$ cat src/rtl/bpf_pkg.sv
// Shared BPF definitions: instruction/code-RAM geometry and the loader FSM state encoding.
package bpf_pkg;

    localparam int unsigned INST_WIDTH      = 64;
    localparam int unsigned CODE_ADDR_WIDTH = 10;
    localparam int unsigned LOAD_WORD_WIDTH = 32;

    typedef enum logic [2:0] {
        StIdle,
        StHi,
        StLo,
        StDone,
        StErr
    } loader_state_e;

endpackage

$ cat src/rtl/bpf_code_loader_if.sv
// Program-word stream into the code loader (valid/ready with last-word marker).
interface bpf_code_loader_if #(
    parameter int unsigned IN_WIDTH = 32
);

    logic [IN_WIDTH-1:0] s_data;
    logic                s_valid;
    logic                s_last;
    logic                s_ready;

    modport master (
        output s_data,
        output s_valid,
        output s_last,
        input  s_ready
    );

    modport slave (
        input  s_data,
        input  s_valid,
        input  s_last,
        output s_ready
    );

endinterface

$ cat src/rtl/bpf_code_loader.sv
// Pairs 32-bit program words into 64-bit instructions and writes them to the code RAM from 0.
// Optional running XOR of accepted words when BPF_LOADER_CHECKSUM_EN is defined.
module bpf_code_loader
    import bpf_pkg::*;
#(
    parameter int unsigned ADDR_WIDTH = CODE_ADDR_WIDTH,
    parameter int unsigned DATA_WIDTH = INST_WIDTH,
    parameter int unsigned IN_WIDTH   = LOAD_WORD_WIDTH
) (
    input  logic                  clk,
    input  logic                  rst_n,
    input  logic                  load_start,
    bpf_code_loader_if.slave      prog,
    output logic [ADDR_WIDTH-1:0] wr_addr,
    output logic [DATA_WIDTH-1:0] wr_data,
    output logic                  wr_en,
    output logic                  busy,
    output logic                  done,
    output logic                  err,
    output logic [ADDR_WIDTH:0]   inst_cnt
`ifdef BPF_LOADER_CHECKSUM_EN
    ,
    output logic [IN_WIDTH-1:0]   checksum
`endif
);

    localparam logic [ADDR_WIDTH:0] LastSlot = (ADDR_WIDTH + 1)'((1 << ADDR_WIDTH) - 1);
    localparam logic [ADDR_WIDTH:0] CntOne   = (ADDR_WIDTH + 1)'(1);

    if (DATA_WIDTH != 2 * IN_WIDTH) begin : g_bad_width
        $error("bpf_code_loader: DATA_WIDTH must equal 2*IN_WIDTH");
    end

    loader_state_e         state_q, state_d;
    logic [IN_WIDTH-1:0]   hi_q, hi_d;
    logic [ADDR_WIDTH-1:0] wr_addr_q, wr_addr_d;
    logic [DATA_WIDTH-1:0] wr_data_q, wr_data_d;
    logic                  wr_en_q, wr_en_d;
    logic                  done_q, done_d;
    logic                  err_q, err_d;
    logic [ADDR_WIDTH:0]   inst_cnt_q, inst_cnt_d;
    logic                  accept;

    assign busy         = (state_q == StHi) || (state_q == StLo);
    // load_start wins over a word offered in the same cycle
    assign prog.s_ready = busy && !load_start;
    assign accept       = prog.s_valid && prog.s_ready;

    always_comb begin
        state_d    = state_q;
        hi_d       = hi_q;
        wr_addr_d  = wr_addr_q;
        wr_data_d  = wr_data_q;
        wr_en_d    = 1'b0;
        done_d     = done_q;
        err_d      = err_q;
        inst_cnt_d = inst_cnt_q;

        if (load_start) begin
            state_d    = StHi;
            inst_cnt_d = '0;
            done_d     = 1'b0;
            err_d      = 1'b0;
        end else begin
            unique case (state_q)
                StHi: begin
                    if (accept) begin
                        hi_d = prog.s_data;
                        if (prog.s_last) begin
                            state_d = StErr;
                            err_d   = 1'b1;
                        end else begin
                            state_d = StLo;
                        end
                    end
                end
                StLo: begin
                    if (accept) begin
                        wr_en_d    = 1'b1;
                        wr_data_d  = {hi_q, prog.s_data};
                        wr_addr_d  = inst_cnt_q[ADDR_WIDTH-1:0];
                        inst_cnt_d = inst_cnt_q + CntOne;
                        if (prog.s_last) begin
                            state_d = StDone;
                            done_d  = 1'b1;
                        end else if (inst_cnt_q == LastSlot) begin
                            // last RAM slot just written; more words would wrap
                            state_d = StErr;
                            err_d   = 1'b1;
                        end else begin
                            state_d = StHi;
                        end
                    end
                end
                default: ;
            endcase
        end
    end

    always_ff @(posedge clk or negedge rst_n) begin
        if (!rst_n) begin
            state_q    <= StIdle;
            hi_q       <= '0;
            wr_addr_q  <= '0;
            wr_data_q  <= '0;
            wr_en_q    <= 1'b0;
            done_q     <= 1'b0;
            err_q      <= 1'b0;
            inst_cnt_q <= '0;
        end else begin
            state_q    <= state_d;
            hi_q       <= hi_d;
            wr_addr_q  <= wr_addr_d;
            wr_data_q  <= wr_data_d;
            wr_en_q    <= wr_en_d;
            done_q     <= done_d;
            err_q      <= err_d;
            inst_cnt_q <= inst_cnt_d;
        end
    end

    assign wr_addr  = wr_addr_q;
    assign wr_data  = wr_data_q;
    assign wr_en    = wr_en_q;
    assign done     = done_q;
    assign err      = err_q;
    assign inst_cnt = inst_cnt_q;

`ifdef BPF_LOADER_CHECKSUM_EN
    logic [IN_WIDTH-1:0] checksum_q, checksum_d;

    always_comb begin
        checksum_d = checksum_q;
        if (load_start) begin
            checksum_d = '0;
        end else if (accept) begin
            checksum_d = checksum_q ^ prog.s_data;
        end
    end

    always_ff @(posedge clk or negedge rst_n) begin
        if (!rst_n) begin
            checksum_q <= '0;
        end else begin
            checksum_q <= checksum_d;
        end
    end

    assign checksum = checksum_q;
`endif

endmodule

$ cat src/flat_wrapper.sv
// flat-port wrapper written by rule: the top's interface ports become plain ports
module bpf_code_loader_flat import bpf_pkg::*;
#(
    parameter int unsigned ADDR_WIDTH = CODE_ADDR_WIDTH,
    parameter int unsigned DATA_WIDTH = INST_WIDTH,
    parameter int unsigned IN_WIDTH   = LOAD_WORD_WIDTH
)
  (clk, rst_n, load_start, wr_addr, wr_data, wr_en, busy, done, err, inst_cnt, prog_s_data, prog_s_valid, prog_s_last, prog_s_ready);
  bpf_code_loader_if #(.IN_WIDTH(IN_WIDTH)) prog_i ();
  input  logic clk;
  input  logic rst_n;
  input  logic load_start;
  output logic [ADDR_WIDTH-1:0] wr_addr;
  output logic [DATA_WIDTH-1:0] wr_data;
  output logic wr_en;
  output logic busy;
  output logic done;
  output logic err;
  output logic [ADDR_WIDTH:0] inst_cnt;
  input wire logic [$bits(prog_i.s_data)-1:0] prog_s_data;
  input wire logic [$bits(prog_i.s_valid)-1:0] prog_s_valid;
  input wire logic [$bits(prog_i.s_last)-1:0] prog_s_last;
  output wire logic [$bits(prog_i.s_ready)-1:0] prog_s_ready;
  assign prog_i.s_data = prog_s_data;
  assign prog_i.s_valid = prog_s_valid;
  assign prog_i.s_last = prog_s_last;
  assign prog_s_ready = prog_i.s_ready;
  bpf_code_loader #(.ADDR_WIDTH(ADDR_WIDTH), .DATA_WIDTH(DATA_WIDTH), .IN_WIDTH(IN_WIDTH)) u_core (.clk(clk), .rst_n(rst_n), .load_start(load_start), .prog(prog_i), .wr_addr(wr_addr), .wr_data(wr_data), .wr_en(wr_en), .busy(busy), .done(done), .err(err), .inst_cnt(inst_cnt));
endmodule
$ cat config.mk
export PLATFORM = sky130hd
export DESIGN_NAME = bpf_code_loader_flat
export DESIGN_NICKNAME = d
export VERILOG_FILES = /design/src/rtl/bpf_pkg.sv /design/src/rtl/bpf_code_loader_if.sv /design/src/rtl/bpf_code_loader.sv /design/src/flat_wrapper.sv
export SDC_FILE = /design/constraint.sdc
export NUM_CORES = 1
export LEC_CHECK = 0
export CAP_MARGIN = 10
export CORE_ASPECT_RATIO = 1.4
export CORE_MARGIN = 8
export CORE_UTILIZATION = 30
export CTS_CLUSTER_SIZE = 12
export DETAILED_ROUTE_END_ITERATION = 16
export GPL_TIMING_DRIVEN = 0
export PLACE_DENSITY_LB_ADDON = 0.05
export SLEW_MARGIN = 20
export SYNTH_ARGS = -nofsm -noshare
export SYNTH_HDL_FRONTEND = slang
export SYNTH_SLANG_ARGS = --single-unit
$ cat constraint.sdc
create_clock -name clk -period 1.7 [get_ports clk]
set_input_delay 0.255 -clock clk [delete_from_list [all_inputs] [get_ports clk]]
set_output_delay 0.255 -clock clk [all_outputs]
set_load 0.02 [all_outputs]
# After elaboration in Yosys (flattened, before gate mapping)
# Index checks and enable logic that the tools add are counted.
[word_totals] register_bits=123 inputBits=37 output_inout_bits=90 word_cells=54
[op_classes] add_sub_neg=1 n_eq_ne=8 mux=22 bitwise=1 n_reduce_logical=14
[ops] op="11-bit two-way mux" count=3
[ops] op="3-bit two-way mux" count=6
[ops] op="3-bit AND reduction" count=4
[ops] op="11-bit by 1-bit adder with 11-bit output, second input constant" count=1
[ops] op="11-bit by 10-bit equality test with 1-bit output, second input constant" count=1
[ops] op="1-bit two-way mux" count=11
[ops] op="3-bit inequality test, second input constant" count=3
[ops] op="3-bit by 2-bit inequality test with 1-bit output, second input constant" count=2
[ops] op="3-bit one-hot mux with 2 select lines" count=1
[ops] op="6-bit AND reduction" count=1
[ops] op="2-bit nonzero test" count=3
[ops] op="3-bit by 1-bit equality test with 1-bit output, second input constant" count=1
[ops] op="3-bit by 2-bit equality test with 1-bit output, second input constant" count=1
[ops] op="3-bit nonzero test" count=1
[ops] op="1-bit logical AND" count=2
[ops] op="1-bit one-hot mux with 2 select lines" count=1
[ops] op="2-bit AND reduction" count=1
[ops] op="1-bit zero test" count=1
[ops] op="1-bit logical OR" count=1
[ops] op="1-bit NOT" count=1

# Logic depth before layout (Yosys ltp)
[logic_depth] ltp_word=7 ltp_mapped=10 depth_no_buf=5

# Least setup slack after synthesis
# Ideal clock, no wire load.
[synth_timing] kind="flip-flop to flip-flop" start="register u_core.state_q[0]" end="register u_core.wr_data_q[23], in the netlist u_core.wr_data[23]" setup_time_ps=117 arrival_ps=1398 required_ps=1583 setup_slack_ps=186 stages_incl_launch_ff=10 n_path_buf=5 synth_period_minus_slack_ps=1514 cell_sequence="dfrtp_1 -> buf_6 -> and4bb_1 -> buf_4 -> nand2b_1 -> buf_6 -> buf_6 -> buf_6 -> nand2_1 -> nand2_1"
[synth_between] elab_chain_cells=5 word_cells_on_any_way=6
[synth_lines] item="start: declaration" line="bpf_code_loader.sv:34" rtl="loader_state_e state_q, state_d;"
[synth_lines] item="start signal: assignment" line="bpf_code_loader.sv:102" rtl="state_q <= StIdle;"
[synth_lines] item="start signal: assignment" line="bpf_code_loader.sv:111" rtl="state_q <= state_d;"
[synth_lines] item="3-bit by 1-bit equality test with 1-bit output / 3-bit by 2-bit equality test with 1-bit output (equally long branches)" line="bpf_code_loader.sv:44, bpf_code_loader.sv:65"
[synth_lines] item="1-bit logical OR" line="bpf_code_loader.sv:44" rtl="assign busy = (state_q == StHi) || (state_q == StLo);"
[synth_lines] item="1-bit logical AND" line="bpf_code_loader.sv:46" rtl="assign prog.s_ready = busy && !load_start;"
[synth_lines] item="1-bit logical AND" line="bpf_code_loader.sv:47" rtl="assign accept = prog.s_valid && prog.s_ready;"
[synth_lines] item="3-bit AND reduction (no line) *"
[synth_lines] item="end signal: assignment" line="bpf_code_loader.sv:114" rtl="wr_data_q <= wr_data_d;"
[synth_lines] item="end: declaration" line="bpf_code_loader.sv:37" rtl="logic [DATA_WIDTH-1:0] wr_data_q, wr_data_d;"
# Mark *: on every way between the ends. The rest lies on a longest branch, timed or not.
# A chain may end at the register's enable or synchronous reset.

# Worst setup path in the final report
[layout_timing] start="register u_core.err_q, in the netlist u_core.err" end="output port err"
[layout_lines] item="start: declaration" line="bpf_code_loader.sv:40" rtl="logic err_q, err_d;"
[layout_lines] item="start signal: assignment" line="bpf_code_loader.sv:117" rtl="err_q <= err_d;"
[layout_lines] item="end: declaration" line="flat_wrapper.sv:18" rtl="output logic err;"
# No word-level cell between the ends.

==> results.cfg <==
[die]
core-area_mm2 = 0.0161
dieHeight_um = 167
num_rows = 55
dieArea_mm2 = 0.0207
io_pins = 127
initial_core_util_pct = 30.4
die_x_um = 124

[clock_network]
clock_sinks = 123
cts_tree = done
clkTransAtPathRegs_ns = 0.05
clk_latency_ns = 0.41
cts-buffers-inserted = 17
clockBufferDepth = 2
htreeDepth = 4
cts_root_buf = clkbuf_16

[sta]
final_max_slew_viol_count = 0
fin_crit_sh_pct = 96.9
max_freq_mhz = 607
hold_viol_final = 0
setup_viol = 0
relSlewSlack_pct = 64.9
tightest_slew_ns = 0.527
period_needed_ns = 1.65
skew_ns = 0.00715

[place]
place_congestion = 0.736
port_buffers = 125
dp_hpwl_um = 9520
dp.cells = 797

[power]
p_sw_share_pct = 26.5
p_seq_share_pct = 40.3
power_switching_mw = 2.44
power_density_mw_per_mm2 = 1250
ir_drop_mv = 0.693
p_clk_share_pct = 40.7
intPower_mw = 6.76
p_total_mw = 9.20
power.leakage_nw = 3.75
pwr-share-comb_pct = 19.0

[outcome]
status = finished clean

[yosys]
synth_cell_types = 38
synth_edf_count = 0
ys.flop_type = dfrtp_1
synthArstFlopShare_pct = 100
synth_cells = 472
synthesis.nets = 510
ys_seq_area_share_pct = 62.9
postSynthAreaPerCell_um2 = 10.4
yosysWarnings = 0
syn_area_mm2 = 0.00489
synth_seq_cells = 123

[worst_hold_path]
hp-class = primary input to async pin

[grt]
antenna_found_initial = 0
grt_pass1_wl_um = 22000
grt_max_degree = 77
overflow = 0
grt.total_usage_pct = 13.9
first_global_vias = 3997

[setup_path]
critical-path-max-stage-delay_ns = 0.63
crit_path_start = u_core.err
rr_worst_depth = 7
reg2reg_from = u_core.state_q[1]
critPathLaunchType = flop
rr_endpoint = u_core.inst_cnt[1]
cp_num_cells = 1
cp_slowest_cell = clkdlybuf4s50_1
worstPathCellList = clkdlybuf4s50_1
crit_family = buffers and inverters
worst-r2r-setup-slack_ns = 0.09
cp.required_ns = 1.44
worst_setup_path_end_kind = output pin
worstSetupPathType = flop to output pin
crit_fanout = 2
cp-endpoint = err
critPathBufInv = 1
cp_data_arrival_time_ns = 1.39

[cells_and_area]
nNetsFinal = 668
drive_above_1_share_pct = 14.3
diodes = 0
stdcell_count = 841
fillers = 1593
final_common_cell = nand2_1
area_growth_pct = 49.9
final_cell_mix = nand2_1 (228), dfrtp_1 (121), clkdlybuf4s50_1 (100), clkbuf_16 (21), mux2_1 (20)

[routing]
drcViolationCount = 0
drt_iter0_drc = 218
wl_um = 13900
drtAntennaViolNets = 0
wire_per_inst_um = 16.5
firstDrtPassIters = 4
via_per_inst = 4.50
vias = 3781

[job]
cap_violations = 0
==> what timing repair did <==
action	4_1_cts	5_1_grt
hold endpoints to repair	47	0
setup buffers	2	6
hold buffers	1	0
gates cloned	1	4
endpoints found under the setup margin	73	111
pin swaps	0	1
gates resized for setup	30	33
==> sequential cells by signal, indices dropped and copies added, names as in the netlist <==
name and cells:
u_core.wr_data 64, u_core.hi_q 32, u_core.inst_cnt 11, u_core.wr_addr 10, u_core.state_q 3, u_core.done 1, u_core.err 1, u_core.wr_en 1
==> power groups by stage <==
stage | sequential, mW | clock, mW | combinational (mW)
floorplan | 4.08 | 0 | 0.469
global placement | 3.75 | 0 | 1.73
detailed placement | 3.76 | 0 | 1.76
CTS | 3.71 | 3.85 | 1.78
global route | 3.78 | 3.97 | 1.90
finish | 3.70 | 3.75 | 1.75
==> synth_stat cells (3+ instances only) <==
master       n  share of area [%]
nand2_1    228                 17
dfrtp_1    123                 63
mux2_1      20                4.6
nor2_1      15                1.2
mux2_2      12                2.8
buf_6       11                2.5
buf_2       10                1.0
xor2_1       6                1.1
a21oi_1      4               0.41
o21ai_0      4               0.41
nand2b_1     3               0.38
o2111ai_1    3               0.54
o21ai_1      3               0.31
==> worst min path at each step <==
| stage | cells after the start | to | from |
|---|---|---|---|
| 4_1_cts | 2 | u_core.wr_data[27] | rst_n |
| 2_1_floorplan | 0 | u_core.done | rst_n |
| 3_3_place_gp | 2 | u_core.wr_data[63] | u_core.hi_q[31] |
| 6_report | 2 | u_core.wr_data[27] | rst_n |
| 3_5_place_dp | 1 | u_core.hi_q[27] | rst_n |
| 5_1_grt | 2 | u_core.wr_data[27] | rst_n |
==> metal layers <==
layer	vias up	wire, um	part of all wire, %	track usage, %
met4	0	129	0.93	4.83
met3	9	875	6.3	4.91
li1	1837	-	-	-
met5	-	0	0	0
met1	1843	5630	40	15.9
met2	92	7270	52	23.2
==> cell type report <==
class / count / area [um^2] / area share (%)
tap: 199 / 249 / 3.39
clock inverter: 10 / 140 / 1.91
timing repair buffer: 140 / 1480 / 20.1
buffer: 24 / 244 / 3.33
inverter: 2 / 15.0 / 0.205
clock buffer: 21 / 480 / 6.55
sequential: 123 / 3080 / 42.0
multi-input combinational: 322 / 1650 / 22.5
==> per-stage QoR <==
step / TNS (ns) / hold WS [ns] / area [um^2] / worst slack (ns) / util (%)
2_1_floorplan: 0 / -0.0406 / 4890 / 0.186 / -
3_3_place_gp: -597.41 / 0.442 / 6390 / -4.67 / 39.7
3_5_place_dp: -28.74 / 0.192 / 6430 / -0.455 / 39.9
4_1_cts: -0.0106 / 0.337 / 7090 / -0.00453 / 44.0
5_1_grt: -0.00125 / 0.356 / 7330 / -0.00125 / 45.5
6_report: 0 / 0.326 / 7330 / 0.0525 / 45.5
==> cell families after synthesis <==
| logic type | count (synthesis) | share of synthesized area, % |
|---|---|---|
| simple gates | 259 | 20.9 |
| flops | 123 | 62.9 |
| mux | 33 | 7.57 |
| buf+inv | 27 | 4.14 |
| compound gates | 22 | 2.97 |
| xor+xnor | 7 | 1.25 |
| fa+ha+maj | 1 | 0.256 |
(Power assumes the default switching activity.)
